`src/rtl/gpio_ctrl_apb_arbiter.sv`:
```
// -----------------------------------------------------------------------------
// gpio_ctrl_apb_arbiter
//
// Round-robin APB arbiter sharing the single APB completer port of
// gpio_ctrl_top between NUM_REQ requesters. One transfer is forwarded at a
// time: IDLE -> SETUP -> ACCESS (waits on m_pready) -> RESP -> IDLE. The
// response is returned for one cycle to the requester that owns the transfer.
//
// Parameters:
//   NUM_REQ         number of requester ports (2..8)
//   TIMEOUT_CYCLES  ACCESS-cycle limit, used only with the timeout macro
//
// Optional feature macro:
//   GPIO_CTRL_APB_ARB_TIMEOUT_EN  abort a transfer after TIMEOUT_CYCLES ACCESS
//                                 cycles with pslverr=1, prdata=0
//
// Ports:
//   clk, rst_n                 rising-edge clock, async active-low reset
//   s_psel/s_penable/s_pwrite  per-requester APB controls (NUM_REQ bits)
//   s_paddr/s_pstrb/s_pwdata   packed per-requester command fields
//   s_prdata/s_pready/s_pslverr packed per-requester responses (0 unless RESP)
//   m_*                        downstream APB requester port
// -----------------------------------------------------------------------------
module gpio_ctrl_apb_arbiter #(
    parameter int NUM_REQ        = 2,
    parameter int TIMEOUT_CYCLES = 255
) (
    input  logic                  clk,
    input  logic                  rst_n,
    input  logic [NUM_REQ-1:0]    s_psel,
    input  logic [NUM_REQ-1:0]    s_penable,
    input  logic [NUM_REQ-1:0]    s_pwrite,
    input  logic [NUM_REQ*10-1:0] s_paddr,
    input  logic [NUM_REQ*4-1:0]  s_pstrb,
    input  logic [NUM_REQ*32-1:0] s_pwdata,
    output logic [NUM_REQ*32-1:0] s_prdata,
    output logic [NUM_REQ-1:0]    s_pready,
    output logic [NUM_REQ-1:0]    s_pslverr,
    output logic [9:0]            m_paddr,
    output logic                  m_pwrite,
    output logic                  m_psel,
    output logic                  m_penable,
    output logic [3:0]            m_pstrb,
    output logic [31:0]           m_pwdata,
    input  logic [31:0]           m_prdata,
    input  logic                  m_pready,
    input  logic                  m_pslverr
);

    localparam int PW = (NUM_REQ > 1) ? $clog2(NUM_REQ) : 1;

    if (NUM_REQ < 2 || NUM_REQ > 8 || TIMEOUT_CYCLES < 1) begin : g_bad_cfg
        $error("gpio_ctrl_apb_arbiter: NUM_REQ must be 2..8 and TIMEOUT_CYCLES >= 1");
    end

    typedef enum logic [1:0] {
        ST_IDLE,
        ST_SETUP,
        ST_ACCESS,
        ST_RESP
    } state_t;

    state_t          state_q, state_d;
    logic [PW-1:0]   ptr_q, gnt_q, winner;
    logic            any_req;
    logic            timeout_hit;

    logic [9:0]      addr_q;
    logic            write_q;
    logic [3:0]      strb_q;
    logic [31:0]     wdata_q;
    logic [31:0]     rdata_q;
    logic            slverr_q;

    // s_penable is deliberately ignored: the command is sampled in IDLE only.
    logic unused_penable;
    assign unused_penable = ^s_penable;

    // Round robin: lowest requesting index at or above ptr, else lowest overall.
    // The loop runs downward so the lowest qualifying index is assigned last.
    logic [PW-1:0] winner_hi, winner_lo;
    logic          found_hi;
    // NOTE: every variable gets a default before the loop/case so no latch is inferred.
    always_comb begin
        winner_hi = '0;
        winner_lo = '0;
        found_hi  = 1'b0;
        for (int k = NUM_REQ - 1; k >= 0; k--) begin
            if (s_psel[k]) begin
                winner_lo = PW'(k);
                if (PW'(k) >= ptr_q) begin
                    winner_hi = PW'(k);
                    found_hi  = 1'b1;
                end
            end
        end
        winner  = found_hi ? winner_hi : winner_lo;
        any_req = |s_psel;
    end

`ifdef GPIO_CTRL_APB_ARB_TIMEOUT_EN
    localparam int CW = $clog2(TIMEOUT_CYCLES + 1);
    logic [CW-1:0] acc_cnt_q;

    // acc_cnt_q holds the number of ACCESS cycles already completed.
    assign timeout_hit = (state_q == ST_ACCESS) && !m_pready &&
                         (acc_cnt_q == CW'(TIMEOUT_CYCLES - 1));

    always_ff @(posedge clk or negedge rst_n) begin
        if (!rst_n) begin
            acc_cnt_q <= '0;
        end else if (state_q == ST_SETUP) begin
            acc_cnt_q <= '0;
        end else if (state_q == ST_ACCESS && acc_cnt_q != CW'(TIMEOUT_CYCLES)) begin
            acc_cnt_q <= acc_cnt_q + 1'b1;
        end
    end
`else
    assign timeout_hit = 1'b0;
`endif

    always_comb begin
        state_d = state_q;
        case (state_q)
            ST_IDLE:   if (any_req) state_d = ST_SETUP;
            ST_SETUP:  state_d = ST_ACCESS;
            ST_ACCESS: if (m_pready || timeout_hit) state_d = ST_RESP;
            ST_RESP:   state_d = ST_IDLE;
            default:   state_d = ST_IDLE;
        endcase
    end

    // NOTE: sequential state uses non-blocking assignments so every register
    // samples pre-edge values regardless of statement order.
    always_ff @(posedge clk or negedge rst_n) begin
        if (!rst_n) begin
            state_q  <= ST_IDLE;
            ptr_q    <= '0;
            gnt_q    <= '0;
            addr_q   <= '0;
            write_q  <= 1'b0;
            strb_q   <= '0;
            wdata_q  <= '0;
            rdata_q  <= '0;
            slverr_q <= 1'b0;
        end else begin
            state_q <= state_d;
            case (state_q)
                ST_IDLE: begin
                    if (any_req) begin
                        gnt_q   <= winner;
                        addr_q  <= s_paddr[int'(winner)*10 +: 10];
                        write_q <= s_pwrite[winner];
                        strb_q  <= s_pstrb[int'(winner)*4 +: 4];
                        wdata_q <= s_pwdata[int'(winner)*32 +: 32];
                    end
                end
                ST_ACCESS: begin
                    if (m_pready) begin
                        rdata_q  <= write_q ? '0 : m_prdata;
                        slverr_q <= m_pslverr;
                    end else if (timeout_hit) begin
                        rdata_q  <= '0;
                        slverr_q <= 1'b1;
                    end
                end
                ST_RESP: begin
                    ptr_q <= (gnt_q == PW'(NUM_REQ - 1)) ? '0 : gnt_q + 1'b1;
                end
                default: ;
            endcase
        end
    end

    // Outputs are decoded from state and registers only, so reset clears them
    // asynchronously and no input reaches an output combinationally.
    logic xfer;
    assign xfer      = (state_q == ST_SETUP) || (state_q == ST_ACCESS);
    assign m_psel    = xfer;
    assign m_penable = (state_q == ST_ACCESS);
    assign m_paddr   = xfer ? addr_q  : '0;
    assign m_pwrite  = xfer ? write_q : 1'b0;
    assign m_pstrb   = xfer ? strb_q  : '0;
    assign m_pwdata  = xfer ? wdata_q : '0;

    always_comb begin
        s_pready  = '0;
        s_pslverr = '0;
        s_prdata  = '0;
        if (state_q == ST_RESP) begin
            s_pready[gnt_q]                 = 1'b1;
            s_pslverr[gnt_q]                = slverr_q;
            s_prdata[int'(gnt_q)*32 +: 32]  = rdata_q;
        end
    end

endmodule

```
`config.mk`:
```
export PLATFORM = sky130hd
export DESIGN_NAME = gpio_ctrl_apb_arbiter
export DESIGN_NICKNAME = d
export VERILOG_FILES = /design/src/rtl/gpio_ctrl_apb_arbiter.sv
export SDC_FILE = /design/constraint.sdc
export NUM_CORES = 1
export LEC_CHECK = 0
export BUFFER_PORTS_ARGS = -buffer_cell sky130_fd_sc_hd__buf_2
export CAP_MARGIN = 20
export CORE_MARGIN = 2
export CORE_UTILIZATION = 46
export DETAILED_ROUTE_END_ITERATION = 10
export HOLD_SLACK_MARGIN = 0.02
export PLACE_DENSITY = 0.81
export REMOVE_ABC_BUFFERS = 1
export SLEW_MARGIN = 30
export SYNTH_ARGS = -nofsm -noshare
export SYNTH_HDL_FRONTEND = slang
export SYNTH_SLANG_ARGS = --single-unit
export TNS_END_PERCENT = 10
```
`constraint.sdc`:
```
create_clock -name clk -period 1.97 [get_ports clk]
set_input_delay 0.4925 -clock clk [delete_from_list [all_inputs] [get_ports clk]]
set_output_delay 0.4925 -clock clk [all_outputs]
set_load 0.01 [all_outputs]
```
==> results.tsv <==
stage	metric	value	unit
run_status	violations	setup timing	
timing	rsz0062_at_grt	true	
placement	routabilityCongestion	0.8362	
critical_path	worst-r2r-cell-count	6	
die	dieArea	0.01112	sq mm
route	drc	0	
die	start_util	46.71	%
logic_synthesis	synth_edf_count	0	
logic_synthesis	synth.distinct_cells	28	
timing	clock_skew	0.01229	ns
timing	fin_ws	-0.1810	ns
run_status	status	complete, but fails checks	
timing	max_freq	464.9	MHz
logic_synthesis	synthArstFlopShare	100.0	%
clock_tree	htreeDepth	3	
final_layout	drive_gt1_share	38.60	%
route	drt_iter0_drc	324	
critical_path	r2r_start	state_q[0]$_DFFE_PN0P_	
logic_synthesis	synth_area_leaders	dfrtp_1 44%, and2_1 11%, a31oi_1 6.2%	
critical_path	worst-path-buf-inv	4	
route	routed_wl	14.99	mm
clock_tree	cts_tree	yes	
power	power.leakage	0.003383	uW
clock_tree	clkSlewWorstSetupHoldPaths	0.08	ns
global_route	antenna_found_initial	1	
logic_synthesis	synth-seq-area-share	44.39	%
final_layout	synthToLayoutAreaGrowth	37.25	%
final_layout	post-route-util	64.11	%
critical_path	slowest_stage	dfrtp_1	
route	drt-pass1-iter-count	5	
clock_tree	cts_buffers	9	
route	ant_nets	0	
timing	setup_violations	115	
logic_synthesis	ys_ff_latch	84	
final_layout	stdcell_area	0.006500	sq mm
placement	numPortBuffers	248	
critical_path	r2r-end	rdata_q[28]$_DFFE_PN0P_	
timing	slew-limit-headroom	60.45	%
critical_path	worst_setup_path_end_kind	output pin	
logic_synthesis	synth_area	0.004736	sq mm
timing	hold_viol	0	
critical_path	crit_chain	buf_6, inv_4, ha_4, buf_16, and2_1, buf_2	
power	peakVddDrop	0.9890	mV
die	core	0.01014	sq mm
global_route	grt_pass1_vias	4711	
power	powerDensity	1635	mW/mm^2
final_layout	fin_nets	931	
logic_synthesis	syn_inst	560	
final_layout	fill_cells	854	
critical_path	rrSetupSlack	0.32	ns
timing	period_share	109.2	%
die	io_pins	251	
critical_path	crit_family	buffers and inverters	
flow_run	maxCapViolCount	0	
logic_synthesis	ys_top_cells_by_count	84 x dfrtp_1, 81 x and2_1, 49 x nor2_1	
logic_synthesis	synth_top_area_cell	dfrtp_1	
route	vias	4912	
global_route	grt_pass1_wl	23.38	mm
critical_path	critPathMaxFanout	23	
clock_tree	cts_num_sinks	84	
clock_tree	hold_buffers	0	
clock_tree	cts-root-buf	clkbuf_8	
logic_synthesis	yosysWarnings	0	
logic_synthesis	synth_most_common_cell	dfrtp_1	
global_route	grt_max_degree	48	
critical_path	worstPathArrival	1.66	ns
final_layout	multi_input_area	0.002359	sq mm
final_layout	regArea	0.002102	sq mm
die	die_height	105.5	um
min_path	hold_class	in -> async	
placement	placed_area	0.006068	sq mm
critical_path	max_stage_delay	0.40	ns
logic_synthesis	synthFlopType	dfrtp_1	
placement	dpl.hpwl	10.13	mm
critical_path	path_class	reg -> out	
timing	maxSlewViolCount	0	
clock_tree	cts_buffer_depth	2	
clock_tree	clk_latency	0.36	ns
logic_synthesis	synth_top_area_share	44.39	%
critical_path	start_kind	register	
die	die_width	105.5	um
global_route	overflow	0	
die	rows	37	
critical_path	required	1.48	ns
global_route	track_usage	26.34	%
route	wire_per_inst	16.03	um
timing	tightest_slew	0.5932	ns
route	via_per_inst	5.253	
logic_synthesis	syn-mean-instance-area	8.457	sq um
timing	period_minus_slack	2.151	ns
==> final cells by class <==
type	instances	area share, %
well taps	136	2.618
diodes	1	0.03850
clock buffers	11	2.175
repair buffers	275	25.02
multi-input cells	418	36.28
clock inverters	5	1.155
inverters	5	0.3657
flip-flops and latches	84	32.34
==> registers in the layout, indices dropped and copies added, names as in the netlist <==
signal / cells
ptr_q: 1
addr_q: 10
rdata_q: 32
state_q: 2
wdata_q: 32
gnt_q: 1
write_q: 1
strb_q: 4
slverr_q: 1
==> through the flow <==
stage | setup WS (ns) | hold slack (ns) | total power (uW) | std cells | setup TNS (ns)
CTS | -0.2039 | 0.06805 | 10440 | 932 | -17.56
global placement | -0.06756 | 0.4614 | 8195 | 910 | -2.120
floorplan | -0.3159 | 0.1969 | 5974 | 505 | -10.63
finish | -0.1810 | 0.07751 | 10630 | 935 | -14.50
global route | -0.2726 | 0.08730 | 11380 | 935 | -22.71
detailed placement | -0.1387 | 0.4637 | 8392 | 910 | -4.232
==> what timing repair did <==
action                     in CTS  in global routing
gates cloned                    3                  1
setup endpoints to repair     116                116
pin swaps                       6                  1
buffers inserted                3                  1
gates resized for setup        17                 11
==> layout by cell type, fill, tap and decap left out, drive strengths merged, types with 4 or more instances in the layout <==
| cell type | synthesis | final |
|---|---|---|
| buf | 30 | 275 |
| dfrtp | 84 | 84 |
| and2 | 81 | 81 |
| o21ai | 80 | 80 |
| nor2 | 49 | 49 |
| nand3 | 48 | 48 |
| a31oi | 47 | 47 |
| and3 | 33 | 33 |
| nand2b | 33 | 33 |
| nand2 | 33 | 33 |
| clkbuf | 25 | 11 |
| inv | 5 | 5 |
| ha | 4 | 4 |
==> layer usage <==
layer	track usage, %	part of all wire (%)	up-vias
met1	32.32	41	2299
met4	8.571	1.1	0
met5	0	0	-
met3	5.380	8.0	14
li1	-	-	2367
met2	46.22	50	232
==> where the power goes <==
part           internal [uW]  switching [uW]
sequential              2570             538
clock                    743             617
combinational           2940            3220
==> logic make-up (layout without fill, tap and decap cells) <==
| group | Yosys count | count (layout) | share of synthesized area [%] |
|---|---|---|---|
| other | 0 | 1 | 0 |
| DFF | 84 | 84 | 44.39 |
| buffers and inverters | 60 | 296 | 7.080 |
| AOI/OAI and AO/OA | 130 | 130 | 15.30 |
| muxes | 2 | 2 | 0.4755 |
| adders and majority gates | 4 | 4 | 1.057 |
| and+or+nand+nor | 280 | 282 | 31.70 |
==> worst max-delay path by stage <==
stage,from,to,slack [ns],cells after the start
after floorplan,state_q[1]$_DFFE_PN0P_,s_prdata[0],-0.32,3
after global placement,state_q[0]$_DFFE_PN0P_,s_prdata[1],-0.07,4
after detailed placement,state_q[1]$_DFFE_PN0P_,s_prdata[29],-0.14,4
after CTS,state_q[1]$_DFFE_PN0P_,m_pwdata[29],-0.20,6
after global routing,state_q[1]$_DFFE_PN0P_,m_paddr[8],-0.27,6
final,state_q[0]$_DFFE_PN0P_,m_paddr[5],-0.18,6
Power figures use the tool's default switching activity.
